<file path="config.mk">
export PLATFORM = sky130hd
export DESIGN_NAME = hazard_scoreboard
export DESIGN_NICKNAME = d
export VERILOG_FILES = /design/src/rtl/hazard_scoreboard.sv
export SDC_FILE = /design/constraint.sdc
export NUM_CORES = 1
export LEC_CHECK = 0
export ABC_AREA = 1
export BUFFER_PORTS_ARGS = -buffer_cell sky130_fd_sc_hd__buf_2
export CORE_MARGIN = 2
export CORE_UTILIZATION = 46
export CTS_CLUSTER_DIAMETER = 120
export DETAILED_ROUTE_END_ITERATION = 16
export GPL_TIMING_DRIVEN = 0
export PLACE_DENSITY_LB_ADDON = 0.3
export SLEW_MARGIN = 30
export SYNTH_ARGS = -nofsm -noshare
export SYNTH_HDL_FRONTEND = slang
export SYNTH_SLANG_ARGS = --single-unit
</file>
<file path="constraint.sdc">
create_clock -name clk -period 5.8 [get_ports clk]
set_input_delay 1.45 -clock clk [delete_from_list [all_inputs] [get_ports clk]]
set_output_delay 1.45 -clock clk [all_outputs]
set_load 0.01 [all_outputs]
</file>
<file path="src/rtl/hazard_scoreboard.sv">
// Tracks in-flight long-latency destinations and derives ID stall, ID/EX bubble and
// IF/ID flush, serialises fences and keeps saturating stall/flush counters.
module hazard_scoreboard #(
  parameter int CNT_W = 16
) (
  input  logic             clk,
  input  logic             rst,
  input  logic             id_valid,
  input  logic [4:0]       id_rs1,
  input  logic [4:0]       id_rs2,
  input  logic             id_use_rs1,
  input  logic             id_use_rs2,
  input  logic [4:0]       id_rd,
  input  logic             id_regwrite,
  input  logic             id_long,
  input  logic             id_fence,
  input  logic             done_valid,
  input  logic [4:0]       done_rd,
  input  logic             ex_redirect,
  output logic             stall_if,
  output logic             bubble_idex,
  output logic             flush_ifid,
  output logic [31:0]      busy,
  output logic [CNT_W-1:0] stall_cnt,
  output logic [CNT_W-1:0] flush_cnt,
  output logic             state
);

  typedef enum logic {
    RUN   = 1'b0,
    DRAIN = 1'b1
  } state_t;

  state_t      state_q;
  state_t      state_d;
  logic [31:0] busy_q;
  logic [31:0] busy_d;
  logic [31:0] clr_mask;
  logic [31:0] set_mask;
  logic [31:0] busy_eff;
  logic        dep_stall;
  logic        fence_stall;
  logic        stall;
  logic        issue;

  // A completion this cycle is already forwardable, so it is masked out before hazard checks.
  assign clr_mask = (done_valid && done_rd != 5'd0) ? (32'd1 << done_rd) : 32'd0;
  assign busy_eff = busy_q & ~clr_mask;

  assign dep_stall   = id_valid & ((id_use_rs1 & busy_eff[id_rs1]) |
                                   (id_use_rs2 & busy_eff[id_rs2]));
  assign fence_stall = id_valid & id_fence & (|busy_eff);
  assign stall       = (dep_stall | fence_stall) & ~ex_redirect;
  assign issue       = id_valid & ~stall & ~ex_redirect;

  assign stall_if    = stall;
  assign bubble_idex = stall | ex_redirect;
  assign flush_ifid  = ex_redirect;

  // Set is OR-ed after the clear so a same-edge reissue of the register wins.
  assign set_mask = (issue && id_regwrite && id_long && id_rd != 5'd0) ? (32'd1 << id_rd) : 32'd0;
  assign busy_d   = ((busy_q & ~clr_mask) | set_mask) & ~32'd1;

  always_comb begin
    state_d = state_q;
    case (state_q)
      RUN:     if (fence_stall && !ex_redirect) state_d = DRAIN;
      DRAIN:   if (!fence_stall || ex_redirect) state_d = RUN;
      default: state_d = RUN;
    endcase
  end

  always_ff @(posedge clk or posedge rst) begin
    if (rst) begin
      busy_q    <= 32'd0;
      state_q   <= RUN;
      stall_cnt <= '0;
      flush_cnt <= '0;
    end else begin
      busy_q  <= busy_d;
      state_q <= state_d;
      if (stall && stall_cnt != {CNT_W{1'b1}}) begin
        stall_cnt <= stall_cnt + 1'b1;
      end
      if (ex_redirect && flush_cnt != {CNT_W{1'b1}}) begin
        flush_cnt <= flush_cnt + 1'b1;
      end
    end
  end

  assign busy  = busy_q;
  assign state = state_q;

endmodule

</file>
# Word level (Yosys, flattened, before mapping)
# Cells that the tools add are included.
[word_totals]
ff_bits = 64
input_bits = 30
output_inout_bits = 68
word_cells = 51
[classes]
n_addsub = 2
n_lt_le_gt_ge = 2
n_eq_ne = 2
shift = 2
n_mux = 9
bitwise = 17
reduce_logical = 13
[op_table]
columns = ["operator", "count"]
rows = [
  ["$mux W32", 2],
  ["$shl A1 B5 Y32 const A", 2],
  ["$add A16 B1 Y16 const B", 2],
  ["$and A32 B32 Y32", 1],
  ["$ne A16 B16 Y1 const B", 2],
  ["$not A32 Y32", 1],
  ["$or A32 B32 Y32", 1],
  ["$reduce_or A32 Y1", 1],
  ["$lt A5 B6 Y1 const B", 2],
  ["$bmux W1 S5", 2],
  ["$reduce_bool A5 Y1", 2],
  ["$and A1 B1 Y1", 8],
  ["$logic_and A1 B1 Y1", 7],
  ["$mux W1", 4],
  ["$not A1 Y1", 3],
  ["$or A1 B1 Y1", 3],
  ["$logic_not A1 Y1", 2],
  ["$pmux W1 S2", 1],
  ["$logic_or A1 B1 Y1", 1],
]

# Longest topological paths before layout
# Gate-level depths: netlist of run 1.
[logic_depth]
word_depth = 20
mapped_depth = 21
mapped_depth_nobuf = 19

# Worst setup path after synthesis of run 1
# No wires, ideal clock.
[synth_timing]
path_kind = "input to output"
startpoint = "in done_valid"
endpoint = "out stall_if"
arrival_ps = 2861
t_required_ps = 4350
setup_slack_ps = 1489
stages = 15
n_path_buf = 2
cell_sequence = "buf_2 -> nand2_4 -> inv_2 -> buf_6 -> a21boi_0 -> nand2_1 -> nand3_1 -> nand3_1 -> nand3_1 -> nand2_1 -> nand2_1 -> nand2_1 -> nand2_1 -> nand2_2 -> a21oi_1"
[synth_via]
elab_chain_cells = 11
word_cells_on_any_way = 16
classes_between = "mux: 5; bitwise: 9; reduce/logical: 2"
[synth_rtl]
columns = ["item", "line_no", "text"]
rows = [
  ["from (decl)", "17", "input logic done_valid,"],
  ["$logic_and A1 B1 Y1 (*)", "47", "assign clr_mask = (done_valid && done_rd != 5'd0) ? (32'd1 << done_rd) : 32'd0;"],
  ["$mux W32 (*)", "47", ""],
  ["$not A32 Y32 (*)", "48", "assign busy_eff = busy_q & ~clr_mask;"],
  ["$and A32 B32 Y32 (*)", "48", ""],
  ["$bmux W1 S5, on equally long branches", "50, 51", ""],
  ["$mux W1, on equally long branches", "50, 51", ""],
  ["$and A1 B1 Y1, on equally long branches", "50, 51", ""],
  ["$or A1 B1 Y1", "50", "assign dep_stall = id_valid & ((id_use_rs1 & busy_eff[id_rs1]) |"],
  ["$and A1 B1 Y1", "50", ""],
  ["$or A1 B1 Y1 (*)", "53", "assign stall = (dep_stall | fence_stall) & ~ex_redirect;"],
  ["$and A1 B1 Y1 (*)", "53", ""],
  ["to (decl)", "20", "output logic stall_if,"],
]
# Mark *: on every way between the ends. The rest lies on a longest branch, timed or not. The select of a mux whose other input is x is not followed.

# Worst setup path in the final report of run 1
[layout_timing]
startpoint = "in done_rd[2]"
endpoint = "out bubble_idex"
[layout_via]
elab_chain_cells = 13
word_cells_on_any_way = 19
classes_between = "shift: 1; mux: 5; bitwise: 10; reduce/logical: 3"
[layout_rtl]
columns = ["item", "line_no", "text"]
rows = [
  ["from (decl)", "18", "input logic [4:0] done_rd,"],
  ["$reduce_bool A5 Y1", "47", ""],
  ["$logic_and A1 B1 Y1", "47", ""],
  ["$mux W32 (*)", "47", ""],
  ["$not A32 Y32 (*)", "48", ""],
  ["$and A32 B32 Y32 (*)", "48", ""],
  ["$bmux W1 S5, on equally long branches", "50, 51", ""],
  ["$mux W1, on equally long branches", "50, 51", ""],
  ["$and A1 B1 Y1, on equally long branches", "50, 51", ""],
  ["$or A1 B1 Y1", "50", ""],
  ["$and A1 B1 Y1", "50", ""],
  ["$or A1 B1 Y1 (*)", "53", ""],
  ["$and A1 B1 Y1 (*)", "53", ""],
  ["$or A1 B1 Y1 (*)", "57", "assign bubble_idex = stall | ex_redirect;"],
  ["to (decl)", "21", "output logic bubble_idex,"],
]
# Marked as above.

==> metrics.md, run 1 <==
| Metric | Value |
|---|---|
| First-pass GRT wire length | 23.45 mm |
| Main flop type after synthesis | dfrtp_1 |
| Worst-Skew Late Latency | 0.35 ns |
| Worst Setup Path Type | in -> out |
| P_leak | 2.807 nW |
| CP peak stage delay | 0.32 ns |
| Final setup TNS | 0 ns |
| WP data required | 4.35 ns |
| Tightest Pin Transition | 0.7373 ns |
| Crit-path leading delay family | simple AND/OR/NAND/NOR gates |
| Synth Area per Inst | 7.244 um^2 |
| Clock skew | 0.01124 ns |
| Seq/Total Area, Yosys | 34.92% |
| Status | finished, final reports clean |
| Initial antenna violation count | 0 |
| Worst path slowest cell | nor2_1 |
| Rows | 36 |
| CP Capture Type | output pin |
| IO Pins | 98 |
| Worst vdd ir | 193.1 uV |
| Cell Area, Synth | 4586 um^2 |
| Die ar. | 10780 um^2 |
| Synth-to-Final Area Change | 18.09% |
| Hold Vio Cnt, Final | 0 |
| CTS Buf Count | 9 |
| Initial Util | 47.13% |
| Chip width | 103.8 um |
| Total GRT Usage | 27.22% |
| Routed WL | 14.58 mm |
| Arrival time worst endpoint | 3.58 ns |
| WL/cell | 16.78 um |
| Post-CTS Setup Bufs | 0 |
| Achievable Freq | 198.8 MHz |
| Synth warn | 0 |
| Final Util | 55.66% |
| Max Cap Violations | 0 |
| DIE HEIGHT | 103.8 um |
| Vias per inst | 5.624 |
| Layout Nets | 764 |
| CTS Hold Buffers Added | 0 |
| Syn_nets | 665 |
| FF+latch area | 1602 um^2 |
| Clk pin slew, worst setup/hold paths | 0.07 ns |
| IO Port Bufs | 87 |
| Post-synthesis cell type count | 41 |
| DRC Markers | 0 |
| Design Power | 0.001326 W |
| Final hold slack | 0.4957 ns |
| N_diodes | 0 |
| Root Buffer | clkbuf_8 |
| Grt ovf | 0 |
| Pwr per Cell Area | 244.8 nW/um^2 |
| FFs w/ async S/R, synth | 100.0% |
| DRT Pass-1 Iters | 5 |
| CTS Buffer Depth | 2 |
| Area of the multi-input gates | 2559 um^2 |
| Crit-path cells | buf_2 > buf_4 > nand3_1 > nor2_1 > a21boi_1 > nand2_1 > nand3_1 > nand3_1 > nand3_1 > nand2_1 > nand2_1 > nand2_1 > nand2_1 > nand2_2 > nand3_1 > buf_2 |
| Number of flops mapped to enable cells by yosys | 0 |
| Worst Hold Class | reg -> reg |
| Post-CTS sizing | 0 |
| CP Launch Type | input port |
| CTS HTree Levels | 3 |
| Post-DP HPWL | 11.46 mm |
| Largest net degree at the start of global routing | 38 |
| Worst setup margin | 0.7709 ns |
| Synthesized instance count | 633 |
| Vias in the first global route | 4535 |
| Core area | 9729 um^2 |
| Place WS | 0.8045 ns |
| Endpoints failing setup | 0 |
| Tcrit/Tclk final | 86.71% |
| CTS sink count | 64 |
| Share of cells above drive strength 1 | 20.52% |
| Via count | 4887 |
| Routed Antenna Nets | 0 |
| Crit path time final | 5.029 ns |
| Seq cells post-synth | 64 |
| Worst Path Buf+Inv | 3 |
| Fillers | 994 |
| Relative slew slack | 50.47% |
| Starting DRT DRC Count | 290 |
| Slew Limit Fails | 0 |
| GP Congestion | 0.9609 |
| Max Fanout on Critical Path | 10 |
| RSZ-0062 raised after global routing | false |
| CTS tree | yes |
## cell type report
cell class	count	share of cell area, %
Multi-Input combinational cell	469	47.25
Timing Repair Buffer	88	8.410
Sequential cell	64	29.57
Tap cell	133	3.073
Clock inverter	3	0.7394
Clock buffer	12	3.050
Inverter	69	4.829
Buffer	31	3.073
## where the power goes
| group | total, W | leakage [nW] | internal [W] | switching, W |
|---|---|---|---|---|
| clock network | 0.000402 | 0.108 | 0.000230 | 0.000172 |
| logic | 0.000361 | 1.83 | 0.000140 | 0.000221 |
| registers | 0.000563 | 0.870 | 0.000499 | 0.0000645 |
## cell families after synthesis
kind of cell / synth area share (%)
buf+inv: 9.277
other cells: 0.08178
mux: 0.2455
flops: 34.93
compound gates: 8.404
xor+xnor: 5.348
fa+ha+maj: 0.5456
simple gates: 41.17
## synth_stat cells, types with 3 or more instances
cell type | number | area (um^2)
dfrtp_1 | 64 | 1602
nand4_1 | 53 | 331.6
xor2_1 | 16 | 140.1
inv_1 | 63 | 236.5
inv_2 | 5 | 18.77
a21boi_1 | 3 | 22.52
nand3_1 | 125 | 625.6
clkbuf_1 | 14 | 52.55
nand2_1 | 138 | 518.0
o21a_1 | 4 | 30.03
nor2_1 | 37 | 138.9
nor3_1 | 15 | 75.07
o21bai_2 | 10 | 112.6
o21bai_1 | 21 | 157.7
and2_1 | 3 | 18.77
buf_4 | 7 | 52.55
nor2_2 | 3 | 18.77
buf_2 | 7 | 35.03
nor4_1 | 5 | 31.28
xnor2_1 | 12 | 105.1
## per-layer routing
metal | up-vias | global-route usage [%] | routed length, um
met1 | 2270 | 35.81 | 6055
met3 | 32 | 6.104 | 1302
met2 | 254 | 44.13 | 6828
li1 | 2331 | - | -
met4 | 0 | 9.653 | 393
met5 | - | 0 | 0
## sequential cells by signal, indices dropped and copies added (netlist names)
| register | flops |
|---|---|
| busy | 31 |
| flush_cnt | 16 |
| stall_cnt | 16 |
| state | 1 |
## per-stage QoR
step	cell area (um^2)	instances
final	5415	869
after detailed placement	5210	854
after global routing	5415	869
after CTS	5415	869
after global placement	5187	853
after floorplan	4586	633
## worst reg2reg max path, stage by stage (launching register included)
cell and delay (ns):
dfrtp_1 0.43, ha_1 0.23, nand3_1 0.08, nor2_1 0.06, nand3_1 0.06, nor2_1 0.06, a21oi_2 0.29, nand3b_1 0.16
nor2_1 0.16, nand3_1 0.15, nor3_1 0.29, nand4_1 0.20, nor2_1 0.15, xor2_1 0.15
## layout by cell type (no fill, tap or decap), drive strengths merged
cell	synthesis	routed
o21a	4	4
nand2	141	141
a21oi	3	3
nor2	42	42
nand3b	1	1
mux2	1	1
dfrtp	64	64
xnor2	12	12
nor3	15	15
xor2	16	16
clkbuf	14	26
nand4	55	55
a21boi	6	6
ha	2	2
buf	17	105
clkinv	1	3
nand3	128	128
nor4	5	5
conb	1	1
inv	68	68
and2	3	3
o21ai	2	2
o211ai	1	1
o21bai	31	31
bufinv	0	1
## worst paths after layout
path | slack [ns] | depth (start not counted) | endpoint | startpoint
hold reg to reg | 0.50 | 1 | flush_cnt[5]$_DFFE_PP0P_ | flush_cnt[5]$_DFFE_PP0P_
min in group asynchronous | 1.12 | 2 | busy[24]$_DFF_PP0_ | rst
max in group asynchronous | 4.17 | 3 | stall_cnt[1]$_DFFE_PP0P_ | rst
setup reg to reg | 3.26 | 13 | flush_cnt[15]$_DFFE_PP0P_ | flush_cnt[0]$_DFFE_PP0P_
hold / removal | 0.50 | 1 | flush_cnt[5]$_DFFE_PP0P_ | flush_cnt[5]$_DFFE_PP0P_
setup / recovery | 0.77 | 16 | bubble_idex | done_rd[2]
Power figures use the tool's default switching activity.
==> run 2, diff against run 1 <==
--- a/config.mk
+++ b/config.mk
@@ -6,9 +6,9 @@
 export NUM_CORES = 1
 export LEC_CHECK = 0
 export ABC_AREA = 1
-export BUFFER_PORTS_ARGS = -buffer_cell sky130_fd_sc_hd__buf_2
+export BUFFER_PORTS_ARGS = -buffer_cell sky130_fd_sc_hd__clkbuf_2
 export CORE_MARGIN = 2
-export CORE_UTILIZATION = 46
+export CORE_UTILIZATION = 41
 export CTS_CLUSTER_DIAMETER = 120
 export DETAILED_ROUTE_END_ITERATION = 16
 export GPL_TIMING_DRIVEN = 0
==> metrics.md, run 2 (same netlist as run 1, synthesis figures left out) <==
| Metric | Value |
|---|---|
| Most common cell after layout, fill and taps aside | nand2_1 |
| First-pass GRT wire length | 23.63 mm (+0.76%) |
| Worst vdd ir | 229.1 uV (+19%) |
| Post-CTS sizing | 0 (unchanged) |
| IO Port Bufs | 87 (unchanged) |
| Clk pin slew, worst setup/hold paths | 0.06 ns (about the same) |
| Tightest Pin Transition | 0.6084 ns (-0.1289 ns) |
| WP data required | 4.35 ns (about the same) |
| Int Pwr | 0.0007997 W (-7.9%) |
| Routed Antenna Nets | 0 (unchanged) |
| Placed Instances | 861 (+0.82%) |
| Rows | 38 (+5.6%) |
| Share of cells above drive strength 1 | 20.00% (-0.52 points) |
| RSZ-0062 raised after global routing | false |
| CTS HTree Levels | 3 (unchanged) |
| Max reg flops | 31 (unchanged) |
| Root Buffer | clkbuf_8 |
| Worst Setup Path Type | in -> out |
| Worst-Skew Late Latency | 0.35 ns (about the same) |
| Switch share | 35.69% (+1.2 points) |
| Layout Nets | 764 (unchanged) |
| Cell Count, Final, Fillers Out | 875 (+0.69%) |
| Initial antenna violation count | 0 (unchanged) |
| Psw | 0.0004438 W (-3.0%) |
| CTS Buf Count | 9 (unchanged) |
| CTS sink count | 64 (unchanged) |
| N_diodes | 0 (unchanged) |
| Die ar. | 12050 um^2 (+12%) |
| CP Launch Type | input port |
| P_leak | 2.735 nW (-2.6%) |
| Hold Vio Cnt, Final | 0 (unchanged) |
| Tcrit/Tclk final | 85.33% (-1.4 points) |
| Starting DRT DRC Count | 280 (-3.4%) |
| Achievable Freq | 202.1 MHz (+1.6%) |
| Hold Crit Start | flush_cnt[15]$_DFFE_PP0P_ |
| Post-CTS Setup Bufs | 0 (unchanged) |
| CTS tree | yes |
| Fin area | 5373 um^2 (-0.79%) |
| Synth-to-Final Area Change | 17.16% |
| Clock skew | 0.007903 ns (-0.003335 ns) |
| Worst r2r src | flush_cnt[0]$_DFFE_PP0P_ |
| IO Pins | 98 (unchanged) |
| Most frequent cells in the layout | 138 x nand2_1, 125 x nand3_1, 87 x clkbuf_2 |
| Clock Power Share | 25.6% (-4.7 points) |
| Vias per inst | 5.563 (-1.1%) |
| DIE HEIGHT | 109.8 um (+5.7%) |
| Chip width | 109.8 um (+5.7%) |
| Endpoints failing setup | 0 (unchanged) |
| Max Fanout on Critical Path | 10 (unchanged) |
| Final Util | 49.35% (-6.3 points) |
| Portion of total power attributed to combinational logic | 29.0% (+1.8 points) |
| Setup crit start | done_rd[3] |
| Place WS | 0.8712 ns (+0.06675 ns) |
| Pwr per Cell Area | 231.5 nW/um^2 (-5.5%) |
| Final setup TNS | 0 ns (unchanged) |
| CP Capture Type | output pin |
| Flop pwr share | 45.4% (+2.9 points) |
| Worst setup margin | 0.8512 ns (+0.08029 ns) |
| DRC Markers | 0 (unchanged) |
| R2R Setup Slk | 3.23 ns (-0.03 ns) |
| Vias in the first global route | 4612 (+1.7%) |
| Core area | 10890 um^2 (+12%) |
| CTS Hold Buffers Added | 0 (unchanged) |
| Worst Hold Class | reg -> reg |
| Routed WL | 15.01 mm (+2.9%) |
| Arrival time worst endpoint | 3.50 ns (-0.08 ns) |
| Largest net degree at the start of global routing | 35 (-7.9%) |
| Initial Util | 42.12% (-5.0 points) |
| Crit path time final | 4.949 ns (-0.08029 ns) |
| Total GRT Usage | 25.78% (-1.4 points) |
| Placed inst area | 5219 um^2 (+0.17%) |
| DRT Pass-1 Iters | 5 (unchanged) |
| Grt ovf | 0 (unchanged) |
| Status | finished, final reports clean |
| Slew Limit Fails | 0 (unchanged) |
| GP Congestion | 0.9874 (+2.8%) |
| Via count | 4868 (-0.39%) |
| Post-DP HPWL | 11.84 mm (+3.3%) |
| Max Cap Violations | 0 (unchanged) |
| Relative slew slack | 59.13% (+8.7 points) |
| CTS Buffer Depth | 2 (unchanged) |
| WL/cell | 17.15 um (+2.2%) |
-- run 2: changes by cell type in the layout (fill, tap and decap cells not counted) --
cell | previous run | this run
buf_2 | 94 | 7
clkbuf_2 | 0 | 87
bufinv_16 | 1 | 0
clkbuf_8 | 12 | 10
clkbuf_1 | 14 | 17
clkinv_2 | 2 | 1
-- run 2: critical path: stages --
cell and delay (ns):
buf_4 0.16, inv_2 0.18, nor2_1 0.12, a21boi_0 0.37, nand2_1 0.09, nand3_1 0.12
nand3_1 0.12, nand3_1 0.12, nand2_1 0.07, nand2_1 0.05, nand2_1 0.06, nand2_1 0.16
nand2_2 0.13, a21oi_1 0.15, clkbuf_2 0.15
-- run 2: per-layer routing --
layer  vias up  share of wire, %  GRT usage, %  wire, um
met3        46               7.5         5.513      1123
met2       240                47         41.71      7039
met4         0               3.8         11.93       571
met5         -                 0             0         0
li1       2333                 -             -         -
met1      2249                42         32.89      6273
-- run 2: power groups by stage --
stage	registers, W	logic [W]	clock network [W]
floorplan	0.000583	0.000210	0
global placement	0.000570	0.000352	0
detailed placement	0.000573	0.000360	0
CTS	0.000565	0.000362	0.000328
global route	0.000573	0.000398	0.000352
finish	0.000565	0.000360	0.000318
-- run 2: layout make-up --
cell class,count,area (um^2)
clock buffers,13,148.9
plain buffers,31,166.4
well taps,140,175.2
multi-input cells,469,2559
inverters,69,261.5
repair buffers,88,455.4
clock inverters,1,5.005
fillers,1079,5515
flip-flops and latches,64,1602
-- run 2: final timing paths --
check / depth (start not counted) / end
max: 15 / stall_if
min in group asynchronous: 2 / busy[23]$_DFF_PP0_
min: 1 / flush_cnt[15]$_DFFE_PP0P_
min reg2reg: 1 / flush_cnt[15]$_DFFE_PP0P_
max in group asynchronous: 3 / busy[9]$_DFF_PP0_
max reg2reg: 13 / flush_cnt[15]$_DFFE_PP0P_
-- run 2: stage by stage --
step / hold slack [ns] / power (W)
2_1_floorplan: 0.5214 / 0.0007924
3_3_place_gp: 0.4877 / 0.0009216
3_5_place_dp: 0.4890 / 0.0009325
4_1_cts: 0.4977 / 0.001254
5_1_grt: 0.5222 / 0.001322
6_report: 0.4948 / 0.001244
